### src/rtl/mem_1rw_arb.sv
// Two-requester round-robin arbiter in front of a single-port (1RW) memory.
// Each requester may have one read outstanding; unconsumed read data is parked in a hold register.
module mem_1rw_arb #(
  parameter int ADDR_WIDTH = 5,
  parameter int DATA_WIDTH = 64
) (
  input  logic                  clock,
  input  logic                  reset,
  input  logic                  req0_valid,
  output logic                  req0_ready,
  input  logic [ADDR_WIDTH-1:0] req0_addr,
  input  logic                  req0_wmode,
  input  logic [DATA_WIDTH-1:0] req0_wdata,
  input  logic                  req1_valid,
  output logic                  req1_ready,
  input  logic [ADDR_WIDTH-1:0] req1_addr,
  input  logic                  req1_wmode,
  input  logic [DATA_WIDTH-1:0] req1_wdata,
  output logic                  resp0_valid,
  input  logic                  resp0_ready,
  output logic [DATA_WIDTH-1:0] resp0_rdata,
  output logic                  resp1_valid,
  input  logic                  resp1_ready,
  output logic [DATA_WIDTH-1:0] resp1_rdata,
  output logic [ADDR_WIDTH-1:0] RW0_addr,
  output logic                  RW0_en,
  output logic                  RW0_clk,
  output logic                  RW0_wmode,
  output logic [DATA_WIDTH-1:0] RW0_wdata,
  input  logic [DATA_WIDTH-1:0] RW0_rdata
);

  typedef enum logic {LAST_REQ0 = 1'b0, LAST_REQ1 = 1'b1} last_t;

  last_t                 last_grant, last_grant_nxt;
  logic                  inflight0, inflight1;
  logic                  holdv0, holdv1;
  logic [DATA_WIDTH-1:0] hold0, hold1;
  logic                  elig0, elig1;
  logic                  grant0, grant1;

  assign RW0_clk = clock;

  always_comb begin
    elig0          = req0_valid & ~inflight0 & ~holdv0 & ~reset;
    elig1          = req1_valid & ~inflight1 & ~holdv1 & ~reset;
    grant0         = elig0 & (~elig1 | (last_grant == LAST_REQ1));
    grant1         = elig1 & (~elig0 | (last_grant == LAST_REQ0));
    last_grant_nxt = last_grant;
    if (grant0)
      last_grant_nxt = LAST_REQ0;
    else if (grant1)
      last_grant_nxt = LAST_REQ1;
  end

  assign req0_ready = grant0;
  assign req1_ready = grant1;

  always_comb begin
    RW0_en    = 1'b0;
    RW0_addr  = '0;
    RW0_wmode = 1'b0;
    RW0_wdata = '0;
    if (grant0) begin
      RW0_en    = 1'b1;
      RW0_addr  = req0_addr;
      RW0_wmode = req0_wmode;
      RW0_wdata = req0_wdata;
    end else if (grant1) begin
      RW0_en    = 1'b1;
      RW0_addr  = req1_addr;
      RW0_wmode = req1_wmode;
      RW0_wdata = req1_wdata;
    end
  end

  // Reset also masks the response in the cycle it is asserted, so an in-flight read never shows.
  assign resp0_valid = ~reset & (inflight0 | holdv0);
  assign resp1_valid = ~reset & (inflight1 | holdv1);
  assign resp0_rdata = holdv0 ? hold0 : RW0_rdata;
  assign resp1_rdata = holdv1 ? hold1 : RW0_rdata;

  always_ff @(posedge clock) begin
    if (reset) begin
      last_grant <= LAST_REQ1;
      inflight0  <= 1'b0;
      inflight1  <= 1'b0;
      holdv0     <= 1'b0;
      holdv1     <= 1'b0;
      hold0      <= '0;
      hold1      <= '0;
    end else begin
      last_grant <= last_grant_nxt;
      inflight0  <= grant0 & ~req0_wmode;
      inflight1  <= grant1 & ~req1_wmode;
      if (inflight0 & ~resp0_ready) begin
        hold0  <= RW0_rdata;
        holdv0 <= 1'b1;
      end else if (holdv0 & resp0_ready) begin
        holdv0 <= 1'b0;
      end
      if (inflight1 & ~resp1_ready) begin
        hold1  <= RW0_rdata;
        holdv1 <= 1'b1;
      end else if (holdv1 & resp1_ready) begin
        holdv1 <= 1'b0;
      end
    end
  end

endmodule

### config.mk
export PLATFORM = sky130hd
export DESIGN_NAME = mem_1rw_arb
export DESIGN_NICKNAME = d
export VERILOG_FILES = /design/src/rtl/mem_1rw_arb.sv
export SDC_FILE = /design/constraint.sdc
export NUM_CORES = 1
export LEC_CHECK = 0
export ABC_AREA = 1
export CORE_AREA = 2 2 161 163
export DETAILED_ROUTE_END_ITERATION = 8
export DIE_AREA = 0 0 163 165
export HOLD_SLACK_MARGIN = 0.05
export PLACE_DENSITY = 0.66
export SLEW_MARGIN = 20
export SYNTH_ARGS = -nofsm -noshare
export SYNTH_HDL_FRONTEND = slang
export SYNTH_SLANG_ARGS = --single-unit
### constraint.sdc
create_clock -name clock -period 1.95 [get_ports clock]
set_input_delay 0.4875 -clock clock [delete_from_list [all_inputs] [get_ports clock]]
set_output_delay 0.4875 -clock clock [all_outputs]
set_load 0.03 [all_outputs]
Word-level counts from Yosys, hierarchy flattened
Index checks and enable logic that the tools add are counted.
{"block": "word_totals", "reg_bits": 133, "latch_bits": 0, "mem_bits_rw": 0, "rom_bits": 0, "out_inout_bits": 204, "elab_cells": 58, "n_memories": 0}
{"block": "classes", "addsub": 0, "multipliers": 0, "div": 0, "magnitude_cmp": 0, "n_eq_ne": 0, "shifts": 0, "mux": 16, "bitwise": 32, "reduce_logical": 3}
{"operator": "64-bit 2-to-1 mux", "n": 4}
{"operator": "1-bit AND", "n": 16}
{"operator": "1-bit inverter", "n": 12}
{"operator": "1-bit 2-to-1 mux", "n": 10}
{"operator": "5-bit 2-to-1 mux", "n": 2}
{"operator": "2-bit nonzero test", "n": 3}
{"operator": "1-bit OR", "n": 4}

Logic depth before layout (Yosys ltp)
Gate-level depths: netlist of run 1.
{"block": "depth", "word_depth": 9, "ltp_mapped": 7, "depth_no_buf": 5}

==> flow_summary.yaml, run 1 <==
min_path:
  min_to: "last_grant$_SDFFE_PP1P_"
  hp-start: "last_grant$_SDFFE_PP1P_"
  min_path_type: "reg2reg"
  min_path_cells: 2
critical_path:
  startpoint_type: "flip-flop"
  regToRegEndpoint: "inflight0$_SDFF_PP0_"
  cp_data_required_time_ps: 1460
  timing.rr.start: "holdv0$_SDFFE_PP0P_"
  worstPathMaxFanout: 22
  crit_type: "reg2out"
  crit_arrival_ps: 1930
  cp-end-kind: "output pin"
  rrSetupSlack_ps: 480
  worstRegToRegCells: 8
run_status:
  status: "finished, violations left"
  failed_checks: "setup timing"
route:
  wire_per_inst_um: 20.0
  routed_wl_um: 36800
  antenna_left: 0
  drc_errors: 0
  drt_first_pass_iters: 5
  vias: 9359
  drtIter0Drc: 657
  detail_route.vias_per_cell: 5.10
pwr:
  vdd_drop_max_v: 0.000544
  power.density_nw_per_um2: 648
  p_leak_nw: 6.61
timing:
  tightest_slew_ps: 500
  post-route-period-util: 1.24
  fin_crit_ps: 2420
  setup_ws_ps: -471
  timing.fmax_mhz: 413
  hold_ws_ps: 521
  finClkSkew_ps: 10.8
  hold_viol: 0
  setup_tns_ps: -59320
  slew_headroom: 0.667
  maxSlewViolCount: 0
  rsz0062_at_grt: "true"
  setup_violations: 201
global_route:
  antenna_found_initial: 7
  grt_overflow: 0
  grt_usage: 0.264
  grt_pass1_vias: 8845
  grt_max_degree: 76
  grt_pass1_wl_um: 52900
synth:
  ys_warn_count: 0
  syn_nets: 1256
  syn_area_per_cell_um2: 6.67
  netlist_area_um2: 6980
  yosysSeqAreaShare: 0.382
  ys_ff_latch: 133
  synthCells: 1046
  synth.distinct_cells: 20
floorplan:
  pin_count: 414
  initial_core_util: 0.279
  die_x_um: 163
  fp.coreArea_um2: 25000
  dieArea_um2: 26900
  die_h_um: 165
  rows: 58
placement:
  io_buffers: 413
  pre_cts_ws_ps: -550
  dp_hpwl_um: 22000
  post_dp_cell_area_um2: 11300
  place.gp.congestion: 0.938
  placedCellCount: 1746
final_layout:
  fill_cells: 2248
  area_growth_pct: 107
  finalNetCount: 1695
  drive_gt1_frac: 0.348
  seq_area_um2: 2680
  multi_input_area_um2: 4500
  stdcell_count: 1834
  fin_area_um2: 14500
clocking:
  clkLatencyLatePin_ps: 530
  clk_pin_slew_ps: 60
  tritoncts: "yes"
job:
  max_cap_viol_count: 0
==> through the flow <==
stage                util  power [mW]
floorplan               -        4.09
global placement    0.453        5.29
detailed placement  0.453        5.29
CTS                 0.567        9.41
global route        0.578        9.73
finish              0.578        9.39
==> where the power goes <==
group,total [mW],leakage [nW],switching [mW],internal (mW)
logic,2.77,5.19,1.46,1.31
clock network,3.75,0.344,1.37,2.37
registers,2.87,1.08,0.0585,2.81
total,9.39,6.61,2.89,6.49
==> cells in the mapped netlist <==
cell type / instances / share of area
o21ai_0: 237 / 0.17
nand2_1: 202 / 0.11
nand3_1: 141 / 0.10
dfxtp_1: 133 / 0.38
a21oi_1: 128 / 0.092
inv_1: 67 / 0.036
clkbuf_1: 46 / 0.025
buf_2: 33 / 0.024
o21ai_1: 19 / 0.014
buf_4: 11 / 0.012
buf_6: 9 / 0.015
nor2_1: 6 / 0.0032
inv_2: 3 / 0.0016
nand2_2: 2 / 0.0018
nor2_4: 2 / 0.0032
nor2_8: 2 / 0.0057
nor3_1: 2 / 0.0014
clkbuf_2: 1 / 0.00072
nand3_2: 1 / 0.0014
nand4_4: 1 / 0.0030
==> worst max-delay path by stage <==
stage / start / end / slack [ps] / cells after the start
floorplan: reset / RW0_addr[3] / 70 / 6
global placement: reset / req1_ready / -540 / 7
detailed placement: reset / RW0_en / -550 / 7
CTS: inflight0$_SDFF_PP0_ / RW0_wdata[26] / -450 / 8
global route: holdv0$_SDFFE_PP0P_ / RW0_wdata[54] / -560 / 8
finish: holdv0$_SDFFE_PP0P_ / RW0_wdata[54] / -470 / 8
==> layout by cell type (no fill, tap or decap), drive strengths merged <==
cell and n:
inv 74, a21oi 128, diode 7, dlygate4sd2 2
o21ai 256, nand3 142, nand4 1, nor3 2
clkdlybuf4s50 207, nand2 204, clkinv 5, bufinv 3
dfxtp 133, clkinvlp 1, nor2 10, buf 306
clkbuf 23
==> kinds of logic (layout without fill, tap and decap cells) <==
family / Yosys count / count (layout) / share of synthesized area
AOI/OAI and AO/OA: 384 / 384 / 0.275
and+or+nand+nor: 359 / 359 / 0.230
buffers and inverters: 170 / 621 / 0.113
DFF: 133 / 133 / 0.382
other: 0 / 7 / 0
==> state kept, by name, summed over array words and instances, names as in the netlist <==
name,flops
hold0,64
hold1,64
holdv0,1
holdv1,1
inflight0,1
inflight1,1
last_grant,1
==> worst max-delay path, cell delays in order, from the launching register on <==
cell     delay (ps)
dfxtp_4         350
nor2_4          130
nand2_2          80
nor2_4          140
buf_4           150
buf_12          150
nand3_1         120
nand2_2         120
buf_6           140
==> cell type report <==
cell class	instances	area share
tap	330	0.0285
timing repair buffer	516	0.408
sequential	133	0.185
multi-input combinational	743	0.311
antenna	7	0.00121
clock buffer	22	0.0366
clock inverter	13	0.0117
inverter	70	0.0182
==> what timing repair did <==
item,CTS,global route
setup endpoints to repair,204,201
cloned,22,2
pin swaps,71,15
hold buffers,0,0
setup buffers,29,2
resized for setup,418,71
==> routing by layer <==
metal	track usage	part of all wire	vias up	wire (um)
met1	0.293	0.37	4459	13700
met5	0	0	-	0
met2	0.467	0.53	407	19400
li1	-	-	4432	-
met3	0.0625	0.066	61	2430
met4	0.142	0.033	0	1220
(Power assumes the default switching activity.)
==> run 2: changes to the inputs <==
Settings changed: CTS_CLUSTER_SIZE from default to 24, TNS_END_PERCENT from default to 50.
==> flow_summary.yaml, run 2 (same netlist as run 1, synthesis figures left out) <==
clocking:
  clk_pin_slew_ps: 60
  tritoncts: "yes"
  clkLatencyLatePin_ps: 530
route:
  routed_wl_um: 37000
  antenna_left: 0
  drtIter0Drc: 677
  drt_first_pass_iters: 6
  detail_route.vias_per_cell: 5.10
  vias: 9381
  wire_per_inst_um: 20.1
  drc_errors: 0
floorplan:
  die_h_um: 165
  fp.coreArea_um2: 25000
  initial_core_util: 0.279
  dieArea_um2: 26900
  die_x_um: 163
  rows: 58
  pin_count: 414
final_layout:
  area_growth_pct: 108
  drive_gt1_frac: 0.350
  largest_registers: "hold0: 64 flops, hold1: 64 flops"
  seq_area_um2: 2680
  stdcell_count: 1841
  final_cell_mix: "clkdlybuf4s50_1 (207), o21ai_0 (155), dfxtp_1 (129)"
  multi_input_area_um2: 4500
  fill_cells: 2249
  final_common_cell: "clkdlybuf4s50_1"
  finalNetCount: 1699
critical_path:
  startpoint_type: "flip-flop"
  cp-end-kind: "output pin"
  crit_type: "reg2out"
  crit_arrival_ps: 1940
  worstPathMaxFanout: 8
  cp_data_required_time_ps: 1460
global_route:
  grt_max_degree: 76
  grt_usage: 0.243
  grt_pass1_vias: 8483
  grt_overflow: 0
  antenna_found_initial: 10
  grt_pass1_wl_um: 49100
pwr:
  combPwrFrac: 0.296
  clkPwrFrac: 0.399
  p_seq_frac: 0.305
  power.total_mw: 9.38
  power.density_nw_per_um2: 648
  p_int_mw: 6.49
  vdd_drop_max_v: 0.000564
  p_leak_nw: 6.45
  swShare: 0.308
  switchingPower_mw: 2.89
timing:
  setup_ws_ps: -479
  tightest_slew_ps: 512
  setup_violations: 201
  maxSlewViolCount: 0
  post-route-period-util: 1.25
  finClkSkew_ps: 10.1
  fin_crit_ps: 2430
  rsz0062_at_grt: "true"
  timing.fmax_mhz: 412
  slew_headroom: 0.659
  hold_viol: 0
placement:
  dp_hpwl_um: 22000
  io_buffers: 413
  place.gp.congestion: 0.938
  placedCellCount: 1746
run_status:
  failed_checks: "setup timing"
  status: "finished, violations left"
min_path:
  min_path_type: "reg2reg"
job:
  max_cap_viol_count: 0
run 2: cell count changes in the layout (fill, tap and decap cells not counted), moves of 7 or more:
cell,delta
o21ai_2,-15
nand2_2,+12
o21ai_1,+12
nand2_4,-11
buf_16,-9
nand3_1,-9
buf_4,+8
nand3_2,+8
clkbuf_16,+7
run 2: critical path: stages, from the launching register on:
cell	delay (ps)
dfxtp_4	350
nor2_4	130
nand2_2	80
nor2_4	150
buf_6	140
buf_12	120
buf_12	120
nand3_2	90
nand2_2	90
buf_6	130
run 2: layout make-up:
type	count	area share
timing repair buffer	520	0.408
multi-input combinational	743	0.311
sequential	133	0.185
clock buffer	22	0.0366
tap	330	0.0285
inverter	70	0.0181
clock inverter	13	0.0117
antenna	10	0.00173
run 2: per-layer routing:
metal	GRT usage	vias to the layer above	wire length [um]	share of wire
li1	-	4447	-	-
met1	0.265	4416	13500	0.37
met2	0.425	447	19300	0.52
met3	0.0653	71	2720	0.073
met4	0.142	0	1510	0.041
met5	0	-	0	0
run 2: per-stage QoR:
| step | utilization | setup slack [ps] | TNS (ps) | cell area (um2) | hold WS (ps) |
|---|---|---|---|---|---|
| finish | 0.578 | -479 | -59940 | 14500 | 515 |
| global route | 0.578 | -566 | -74440 | 14500 | 534 |
| CTS | 0.544 | -447 | -59470 | 13600 | 519 |
| detailed placement | 0.453 | -550 | -35340 | 11300 | 506 |
| global placement | 0.453 | -538 | -33130 | 11300 | 505 |
| floorplan | - | 66.1 | 0 | 6980 | 484 |
run 2: path summary, 6_finish.rpt:
check	slack, ps	to	cells after the start	start
worst max register to register	490	inflight0$_SDFF_PP0_	8	holdv0$_SDFFE_PP0P_
worst min-delay path	510	last_grant$_SDFFE_PP1P_	2	last_grant$_SDFFE_PP1P_
worst max-delay path	-480	RW0_wdata[18]	9	holdv0$_SDFFE_PP0P_
worst min register to register	510	last_grant$_SDFFE_PP1P_	2	last_grant$_SDFFE_PP1P_
run 2: repair_timing:
item,CTS,global route
gates cloned,13,12
endpoints found under the setup margin,204,201
hold buffers,0,0
gates resized for setup,291,182
pin swaps,49,41
setup buffers,25,9
run 2: power groups by stage:
stage,clock network [mW],registers (mW),logic [mW]
after global routing,3.95,2.87,2.91
after floorplan,0.0768,2.90,1.11
final,3.74,2.86,2.78
after detailed placement,0.0854,2.91,2.30
after CTS,3.83,2.86,2.63
after global placement,0.0854,2.91,2.30
